--- config.mk ---
export PLATFORM = sky130hd
export DESIGN_NAME = alu_issue_stage
export DESIGN_NICKNAME = d
export VERILOG_FILES = /design/src/rtl/alu_issue_stage.sv
export SDC_FILE = /design/constraint.sdc
export NUM_CORES = 2
export LEC_CHECK = 0
export CAP_MARGIN = 20
export CORE_MARGIN = 2
export CORE_UTILIZATION = 50
export CTS_CLUSTER_SIZE = 24
export DETAILED_ROUTE_END_ITERATION = 7
export PLACE_DENSITY = 0.75
export RECOVER_POWER = 50
export SYNTH_ARGS = -nofsm -noshare
export SYNTH_HDL_FRONTEND = slang
export SYNTH_SLANG_ARGS = --single-unit
--- constraint.sdc ---
create_clock -name clk -period 7.77 [get_ports clk]
set_clock_uncertainty 0.1 [all_clocks]
set_input_delay 1.554 -clock clk [delete_from_list [all_inputs] [get_ports clk]]
set_output_delay 1.554 -clock clk [all_outputs]
set_load 0.03 [all_outputs]
--- src/rtl/alu_issue_stage.sv ---
// alu_issue_stage
//   RV32I decode/issue stage feeding the ALU. Takes one instruction + PC per
//   valid/ready handshake, reads the internal 32x32 register file, builds the
//   immediate, tracks outstanding destinations in a busy scoreboard and
//   presents a registered operand bundle to the execute stage. Writeback from
//   the end of the pipe updates the register file and clears busy bits.
//
//   Optional feature macro: ALU_ISSUE_BYPASS_EN
//     defined   - a same-cycle writeback to a source register satisfies the
//                 hazard and its data is forwarded into the operand.
//     undefined - no forwarding; a stalled source resumes the cycle after
//                 its writeback.
//
// Ports
//   clk, rst                 clock, synchronous active-high reset
//   in_valid/in_ready        instruction handshake
//   in_instr, in_pc          instruction word and its PC
//   out_valid/out_ready      issue bundle handshake
//   opcode, func3, func7     instr[6:2], instr[14:12], instr[30]
//   operand1, operand2       ALU operands
//   imm                      sign-extended immediate (B-imm for branches)
//   rd, rd_we                destination register and its write enable
//   illegal                  unsupported opcode
//   wb_en, wb_rd, wb_data    writeback port
module alu_issue_stage #(
    parameter int XLEN = 32
) (
    input  logic            clk,
    input  logic            rst,
    input  logic            in_valid,
    output logic            in_ready,
    input  logic [31:0]     in_instr,
    input  logic [XLEN-1:0] in_pc,
    output logic            out_valid,
    input  logic            out_ready,
    output logic [4:0]      opcode,
    output logic [2:0]      func3,
    output logic            func7,
    output logic [XLEN-1:0] operand1,
    output logic [XLEN-1:0] operand2,
    output logic [XLEN-1:0] imm,
    output logic [4:0]      rd,
    output logic            rd_we,
    output logic            illegal,
    input  logic            wb_en,
    input  logic [4:0]      wb_rd,
    input  logic [XLEN-1:0] wb_data
);

    localparam logic [4:0] OPC_LUI    = 5'b01101;
    localparam logic [4:0] OPC_AUIPC  = 5'b00101;
    localparam logic [4:0] OPC_JAL    = 5'b11011;
    localparam logic [4:0] OPC_JALR   = 5'b11001;
    localparam logic [4:0] OPC_BRANCH = 5'b11000;
    localparam logic [4:0] OPC_LOAD   = 5'b00000;
    localparam logic [4:0] OPC_STORE  = 5'b01000;
    localparam logic [4:0] OPC_OPIMM  = 5'b00100;
    localparam logic [4:0] OPC_OP     = 5'b01100;

    logic [XLEN-1:0] rf [32];
    logic [31:0]     busy;          // bit 0 is never set
    logic [31:0]     busy_next;

    logic [4:0]             op_p0, rs1_p0, rs2_p0, rd_p0;
    logic signed [XLEN-1:0] imm_i, imm_s, imm_b, imm_u, imm_j;
    logic [XLEN-1:0]        rs1_val, rs2_val;
    logic [XLEN-1:0]        op1_p0, op2_p0, imm_p0;
    logic                   use_rs1, use_rs2, writes_rd, ill_p0, rd_we_p0;
    logic                   fwd_rs1, fwd_rs2, hazard, accept;

    logic                   vld_p1;
    logic [4:0]             opcode_p1, rd_p1;
    logic [2:0]             func3_p1;
    logic                   func7_p1, rd_we_p1, ill_p1;
    logic [XLEN-1:0]        op1_p1, op2_p1, imm_p1;

    // ---- stage p0: decode, register read, hazard check ----
    assign op_p0  = in_instr[6:2];
    assign rs1_p0 = in_instr[19:15];
    assign rs2_p0 = in_instr[24:20];
    assign rd_p0  = in_instr[11:7];

    assign imm_i = {{20{in_instr[31]}}, in_instr[31:20]};
    assign imm_s = {{20{in_instr[31]}}, in_instr[31:25], in_instr[11:7]};
    assign imm_b = {{19{in_instr[31]}}, in_instr[31], in_instr[7],
                    in_instr[30:25], in_instr[11:8], 1'b0};
    assign imm_u = {in_instr[31:12], 12'b0};
    assign imm_j = {{11{in_instr[31]}}, in_instr[31], in_instr[19:12],
                    in_instr[20], in_instr[30:21], 1'b0};

`ifdef ALU_ISSUE_BYPASS_EN
    assign fwd_rs1 = wb_en && (wb_rd == rs1_p0) && (rs1_p0 != 5'd0);
    assign fwd_rs2 = wb_en && (wb_rd == rs2_p0) && (rs2_p0 != 5'd0);
`else
    assign fwd_rs1 = 1'b0;
    assign fwd_rs2 = 1'b0;
`endif

    always_comb begin
        rs1_val = '0;
        rs2_val = '0;
        if (fwd_rs1)              rs1_val = wb_data;
        else if (rs1_p0 != 5'd0)  rs1_val = rf[rs1_p0];
        if (fwd_rs2)              rs2_val = wb_data;
        else if (rs2_p0 != 5'd0)  rs2_val = rf[rs2_p0];
    end

    always_comb begin
        use_rs1   = 1'b0;
        use_rs2   = 1'b0;
        writes_rd = 1'b0;
        ill_p0    = 1'b0;
        op1_p0    = '0;
        op2_p0    = '0;
        imm_p0    = '0;
        case (op_p0)
            OPC_LUI:    begin writes_rd = 1'b1; op2_p0 = {12'b0, in_instr[31:12]}; imm_p0 = imm_u; end
            OPC_AUIPC:  begin writes_rd = 1'b1; op1_p0 = in_pc; op2_p0 = imm_u; imm_p0 = imm_u; end
            OPC_JAL:    begin writes_rd = 1'b1; op1_p0 = in_pc; op2_p0 = imm_j; imm_p0 = imm_j; end
            OPC_JALR:   begin use_rs1 = 1'b1; writes_rd = 1'b1; op1_p0 = rs1_val; op2_p0 = imm_i; imm_p0 = imm_i; end
            OPC_BRANCH: begin use_rs1 = 1'b1; use_rs2 = 1'b1; op1_p0 = rs1_val; op2_p0 = rs2_val; imm_p0 = imm_b; end
            OPC_LOAD:   begin use_rs1 = 1'b1; writes_rd = 1'b1; op1_p0 = rs1_val; op2_p0 = imm_i; imm_p0 = imm_i; end
            OPC_STORE:  begin use_rs1 = 1'b1; use_rs2 = 1'b1; op1_p0 = rs1_val; op2_p0 = imm_s; imm_p0 = imm_s; end
            OPC_OPIMM:  begin use_rs1 = 1'b1; writes_rd = 1'b1; op1_p0 = rs1_val; op2_p0 = imm_i; imm_p0 = imm_i; end
            OPC_OP:     begin use_rs1 = 1'b1; use_rs2 = 1'b1; writes_rd = 1'b1; op1_p0 = rs1_val; op2_p0 = rs2_val; end
            default:    ill_p0 = 1'b1;
        endcase
        // Non-32-bit encodings (low bits != 11) are not RV32I instructions.
        if (in_instr[1:0] != 2'b11) begin
            use_rs1   = 1'b0;
            use_rs2   = 1'b0;
            writes_rd = 1'b0;
            ill_p0    = 1'b1;
            op1_p0    = '0;
            op2_p0    = '0;
            imm_p0    = '0;
        end
    end

    assign rd_we_p0 = writes_rd && (rd_p0 != 5'd0);

    // busy[0] is always clear, so x0 sources never stall.
    assign hazard = (use_rs1 && busy[rs1_p0] && !fwd_rs1) ||
                    (use_rs2 && busy[rs2_p0] && !fwd_rs2);
    assign in_ready = !hazard && (!out_valid || out_ready);
    assign accept   = in_valid && in_ready;

    // Set after clear so an accept wins over a same-cycle writeback.
    always_comb begin
        busy_next = busy;
        if (wb_en && (wb_rd != 5'd0)) busy_next[wb_rd] = 1'b0;
        if (accept && rd_we_p0)       busy_next[rd_p0] = 1'b1;
        busy_next[0] = 1'b0;
    end

    // ---- stage p1: registered issue bundle, register file, scoreboard ----
    always_ff @(posedge clk) begin
        if (rst) begin
            vld_p1    <= 1'b0;
            busy      <= '0;
            opcode_p1 <= '0;
            func3_p1  <= '0;
            func7_p1  <= 1'b0;
            op1_p1    <= '0;
            op2_p1    <= '0;
            imm_p1    <= '0;
            rd_p1     <= '0;
            rd_we_p1  <= 1'b0;
            ill_p1    <= 1'b0;
            for (int i = 0; i < 32; i++) rf[i] <= '0;
        end else begin
            busy <= busy_next;
            if (wb_en && (wb_rd != 5'd0)) rf[wb_rd] <= wb_data;
            if (accept) begin
                vld_p1    <= 1'b1;
                opcode_p1 <= op_p0;
                func3_p1  <= in_instr[14:12];
                func7_p1  <= in_instr[30];
                op1_p1    <= op1_p0;
                op2_p1    <= op2_p0;
                imm_p1    <= imm_p0;
                rd_p1     <= rd_p0;
                rd_we_p1  <= rd_we_p0;
                ill_p1    <= ill_p0;
            end else if (out_ready) begin
                vld_p1 <= 1'b0;
            end
        end
    end

    assign out_valid = vld_p1;
    assign opcode    = opcode_p1;
    assign func3     = func3_p1;
    assign func7     = func7_p1;
    assign operand1  = op1_p1;
    assign operand2  = op2_p1;
    assign imm       = imm_p1;
    assign rd        = rd_p1;
    assign rd_we     = rd_we_p1;
    assign illegal   = ill_p1;

endmodule

[Word-level counts from Yosys, hierarchy flattened]
Memory sizes are Yosys's and may differ from the RTL's.
Index checks and enable logic that the tools add are counted.
Word-level totals
  register bits after elaboration: 145
  output and inout port bits: 114
  input bits: 106
  memories: 1
  memory bits (writable): 1024
  word-level logic and storage cells: 95
Memory list
  rf: depth 32, width 32, read ports 2, clocked after Yosys merged registers in 0, wr ports 32, RTL line 60  | logic [XLEN-1:0] rf [32];
Cells by class
  bitwise logic cells: 3
  equal/unequal tests: 9
  reductions and logical operators: 28
  mux-type cells: 36
  order comparisons: 6
Operators with widths (count)
  $mux W32: 8
  $pmux W32 S6: 1
  $pmux W32 S5: 1
  $pmux W32 S2: 1
  $and A32 B32 Y32: 1
  $not A32 Y32: 1
  $or A32 B32 Y32: 1
  $reduce_or A32 Y1: 1
  $lt A5 B6 Y1 const B: 4
  $mux W1: 20
  $reduce_bool A5 Y1: 4
  $eq A5 B4 Y1 const B: 3
  $eq A5 B5 Y1 const B: 3
  $bmux W1 S5: 2
  $demux W1 S5: 2
  $eq A5 B3 Y1 const B: 2
  $ge A5 B1 Y1 const B: 2
  $logic_and A1 B1 Y1: 9
  $reduce_or A9 Y1: 1
  $reduce_or A7 Y1: 1
  $reduce_or A2 Y1: 3
  $reduce_or A3 Y1: 2
  $reduce_or A6 Y1: 1
  $logic_not A5 Y1: 1
  5 further kinds: 7

[Depth between registers and ports, before layout]
  word-level depth: 11
  mapped depth: 12
  mapped depth without buffers: 6

[Worst setup path after synthesis]
No wires, ideal clock.
  path kind: input to output
  from: input port in_instr[17]
  to: output port in_ready
  arrival time: 3293 ps
  path slack: 2823 ps
  cell stages on the path: 6
  required time: 6116 ps
  cell sequence: clkbuf_1 > buf_2 > mux4_2 > mux2i_1 > o32ai_1 > nor3_1
On the way
  longest elaborated chain between the ends: 6
RTL lines
  start: declaration: RTL line 32  | input logic [31:0] in_instr,
  $bmux W1 S5: RTL line 143  | assign hazard = (use_rs1 && busy[rs1_p0] && !fwd_rs1) ||
  $mux W1 (implied by the code): RTL line 143
  $logic_and A1 B1 Y1: RTL line 143
  $logic_or A1 B1 Y1: RTL line 143
  $logic_not A1 Y1: RTL line 145  | assign in_ready = !hazard && (!out_valid || out_ready);
  $logic_and A1 B1 Y1: RTL line 145
  end: declaration: RTL line 31  | output logic in_ready,
Every way passes these cells. The select of a mux whose other input is x is not followed.

==> out/results.tsv <==
stage	metric	value	unit
outcome	outcome	finished, violations left	
outcome	violations	capacitance limit, slew limit	
placed_design	port_buffers	219	
layout	area.growth.synth_to_final	12.5	%
clock_network	cts_setup_buffers	0	
critical_path	reg2reg_from	busy[6]	
grt	globalRouteTotalUtil	0.348	
die	die_x	356	um
logic_synthesis	synth_most_common_cell	edfxtp_1	
critical_path	worstSetupPathType	in -> reg	
critical_path	arrival	7.27	ns
logic_synthesis	synth_top_area_frac	0.496	
clock_network	ctsHoldBuffers	0	
job	drv_cap	25	
drt	vias	44000	
pwr	comb_power_share	0.116	
pwr	pwr-share-clk	0.400	
logic_synthesis	synthArstFlopShare	0	
hold_path	hp-class	reg -> reg	
logic_synthesis	ys_top_cells_by_area	edfxtp_1, mux4_2, and2_1	
grt	grt_max_degree	127	
drt	ant_nets	0	
die	io_pins	220	
die	core_area	0.123	mm^2
clock_network	cts_resized	0	
hold_path	hold_depth	2	
logic_synthesis	ys_seq_area_frac	0.543	
pwr	seqPwrFrac	0.484	
timing	post-route-period-util	0.916	
drt	firstDrtPassIters	7	
clock_network	path_clk_slew	0.06	ns
critical_path	worstPathMaxFanout	57	
drt	routedWlPerCell	35.3	um
clock_network	cts-htree-levels	3	
layout	fillCellCount	9653	
timing	slew_viol_final	838	
logic_synthesis	ys_top_cells_by_count	edfxtp_1, and2_1, mux4_2, clkbuf_1, mux2i_1	
pwr	power	15100	uW
timing	grt_setup_unrepaired	no	
pwr	ir_worst_vdd	0.208	mV
die	die_area	0.127	mm^2
logic_synthesis	yosys_warnings	0	
logic_synthesis	synth_top_flop_cell	edfxtp_1	
pwr	p_sw_frac	0.250	
placed_design	dp_hpwl	124000	um
clock_network	numCtsBuffers	121	
hold_path	min_from	func3[0]	
die	dieHeight	356	um
layout	fin_nets	4668	
pwr	p_leak	0.0246	uW
layout	register_area	0.0336	mm^2
placed_design	place_congestion	0.973	
critical_path	startpoint_type	input port	
die	start_util	0.502	
critical_path	reg2regPathDepth	7	
grt	first_global_vias	42600	
grt	grt_first_pass_wirelength	312000	um
logic_synthesis	syn_inst	4526	
critical_path	rr_endpoint	operand1[26]	
drt	drt_iter0_drc	7999	
drt	routed_wl	223000	um
logic_synthesis	ys_types	69	
critical_path	crit_required	7.92	ns
critical_path	end_kind	flop	
die	rows	129	
layout	multi_input_area	0.0263	mm^2
drt	drc	0	
grt	grt_overflow	0	
layout	drive_gt1_frac	0.201	
clock_network	clk_path_buf_depth	3	
pwr	power.switching	3780	uW
timing	min_period	7.11	ns
logic_synthesis	avgSynthCellArea	13.7	um^2
pwr	p_per_area	217	mW/mm^2
logic_synthesis	ys_ff_latch	1168	
grt	antenna_found_initial	25	
timing	fmax	141	MHz
drt	via_per_inst	6.97	
logic_synthesis	synth_edf_count	1024	
logic_synthesis	synth_top_area_cell	edfxtp_1	
timing	tightest_slew	3.82	ns
clock_network	cts_tree	yes	
timing	setup_viol	0	
timing	relSlewSlack	-1.54	
clock_network	clock_latency	0.74	ns
clock_network	cts_sinks	1168	
hold_path	whs_endpoint	func3[0]	
timing	hold_violations	0	
critical_path	r2r_slack	4.21	ns
timing	fin_tns_setup	0	ns
clock_network	cts_root_buf	clkbuf_16	
pwr	p_int	11400	uW
logic_synthesis	syn_area	0.0620	mm^2
[cell usage in the layout, fill, tap and decap left out, types with 33 or more instances in the layout]
cell type	netlist	layout
a21oi_1	107	107
a221oi_1	86	85
a22oi_1	70	70
and2_0	0	44
and2_1	998	952
buf_4	43	85
clkbuf_1	330	37
clkbuf_16	0	126
clkdlybuf4s50_1	0	97
dfxtp_1	144	144
dlygate4sd3_1	0	113
edfxtp_1	1024	1024
inv_1	69	43
mux2_2	96	96
mux2i_1	278	278
mux4_2	420	420
nand2_1	207	204
nor2_1	80	53
nor2b_1	67	63
o21ai_0	66	65
o221ai_1	33	33
o32ai_1	33	33
[sequential cells by signal, indices dropped and copies added, names as in the netlist]
| name | flops |
|---|---|
| operand1 | 32 |
| func7 | 1 |
| operand2 | 32 |
| rf | 1024 |
| func3 | 3 |
| out_valid | 1 |
| opcode | 5 |
| rd | 5 |
| rd_we | 1 |
| imm | 32 |
| busy | 31 |
| illegal | 1 |
[worst max-delay path by stage]
stage	from	to	slack, ns	cells past startpoint
after CTS	in_instr[5]	in_ready	1.48	6
after global routing	rst	rf[16][31]	0.70	4
after global placement	in_instr[15]	in_ready	1.55	7
after detailed placement	in_instr[5]	in_ready	1.52	6
final	rst	rf[16][26]	0.66	4
after floorplan	in_instr[17]	in_ready	2.82	6
[cells by family after synthesis]
kind of cell    share of synthesized area
flops                               0.543
other cells                     0.0000605
compound gates                     0.0693
buf+inv                            0.0376
mux                                 0.215
xor+xnor                         0.000141
simple gates                        0.135
[cell type report]
| class | count | area share |
|---|---|---|
| clock buffers | 179 | 0.0511 |
| diodes | 9 | 0.000323 |
| well taps | 1637 | 0.0294 |
| clock inverters | 49 | 0.00795 |
| multi-input cells | 2849 | 0.378 |
| repair buffers | 351 | 0.0474 |
| inverters | 71 | 0.00384 |
| flip-flops and latches | 1168 | 0.482 |
[power groups by stage]
stage	Sequential [uW]	Combinational (uW)	Clock, uW
floorplan	7390	1060	0
global placement	7400	1670	0
detailed placement	7430	1690	0
CTS	7300	1700	6060
global route	7340	1790	6290
finish	7320	1760	6050
[per-stage QoR]
step	cell area [um^2]	utilization	instances	setup slack (ns)	hold WS, ns
2_1_floorplan	62100	-	4557	2.82	0.331
3_3_place_gp	65500	0.531	6064	1.55	0.343
3_5_place_dp	65500	0.531	6067	1.52	0.348
4_1_cts	69600	0.565	6295	1.48	0.358
5_1_grt	69700	0.565	6306	0.696	0.368
6_report	69700	0.565	6313	0.656	0.353
[routing by layer]
metal / routed length, um / track usage
met5: 136 / 0
met4: 15400 / 0.191
met3: 38000 / 0.138
met2: 92300 / 0.492
met1: 76800 / 0.458
[critical path, cell delays in order]
cell and delay (ns):
clkbuf_1 2.64, a21oi_1 0.38, inv_2 0.15, clkbuf_1 2.48
No activity file was read; power rests on OpenSTA's default activity.
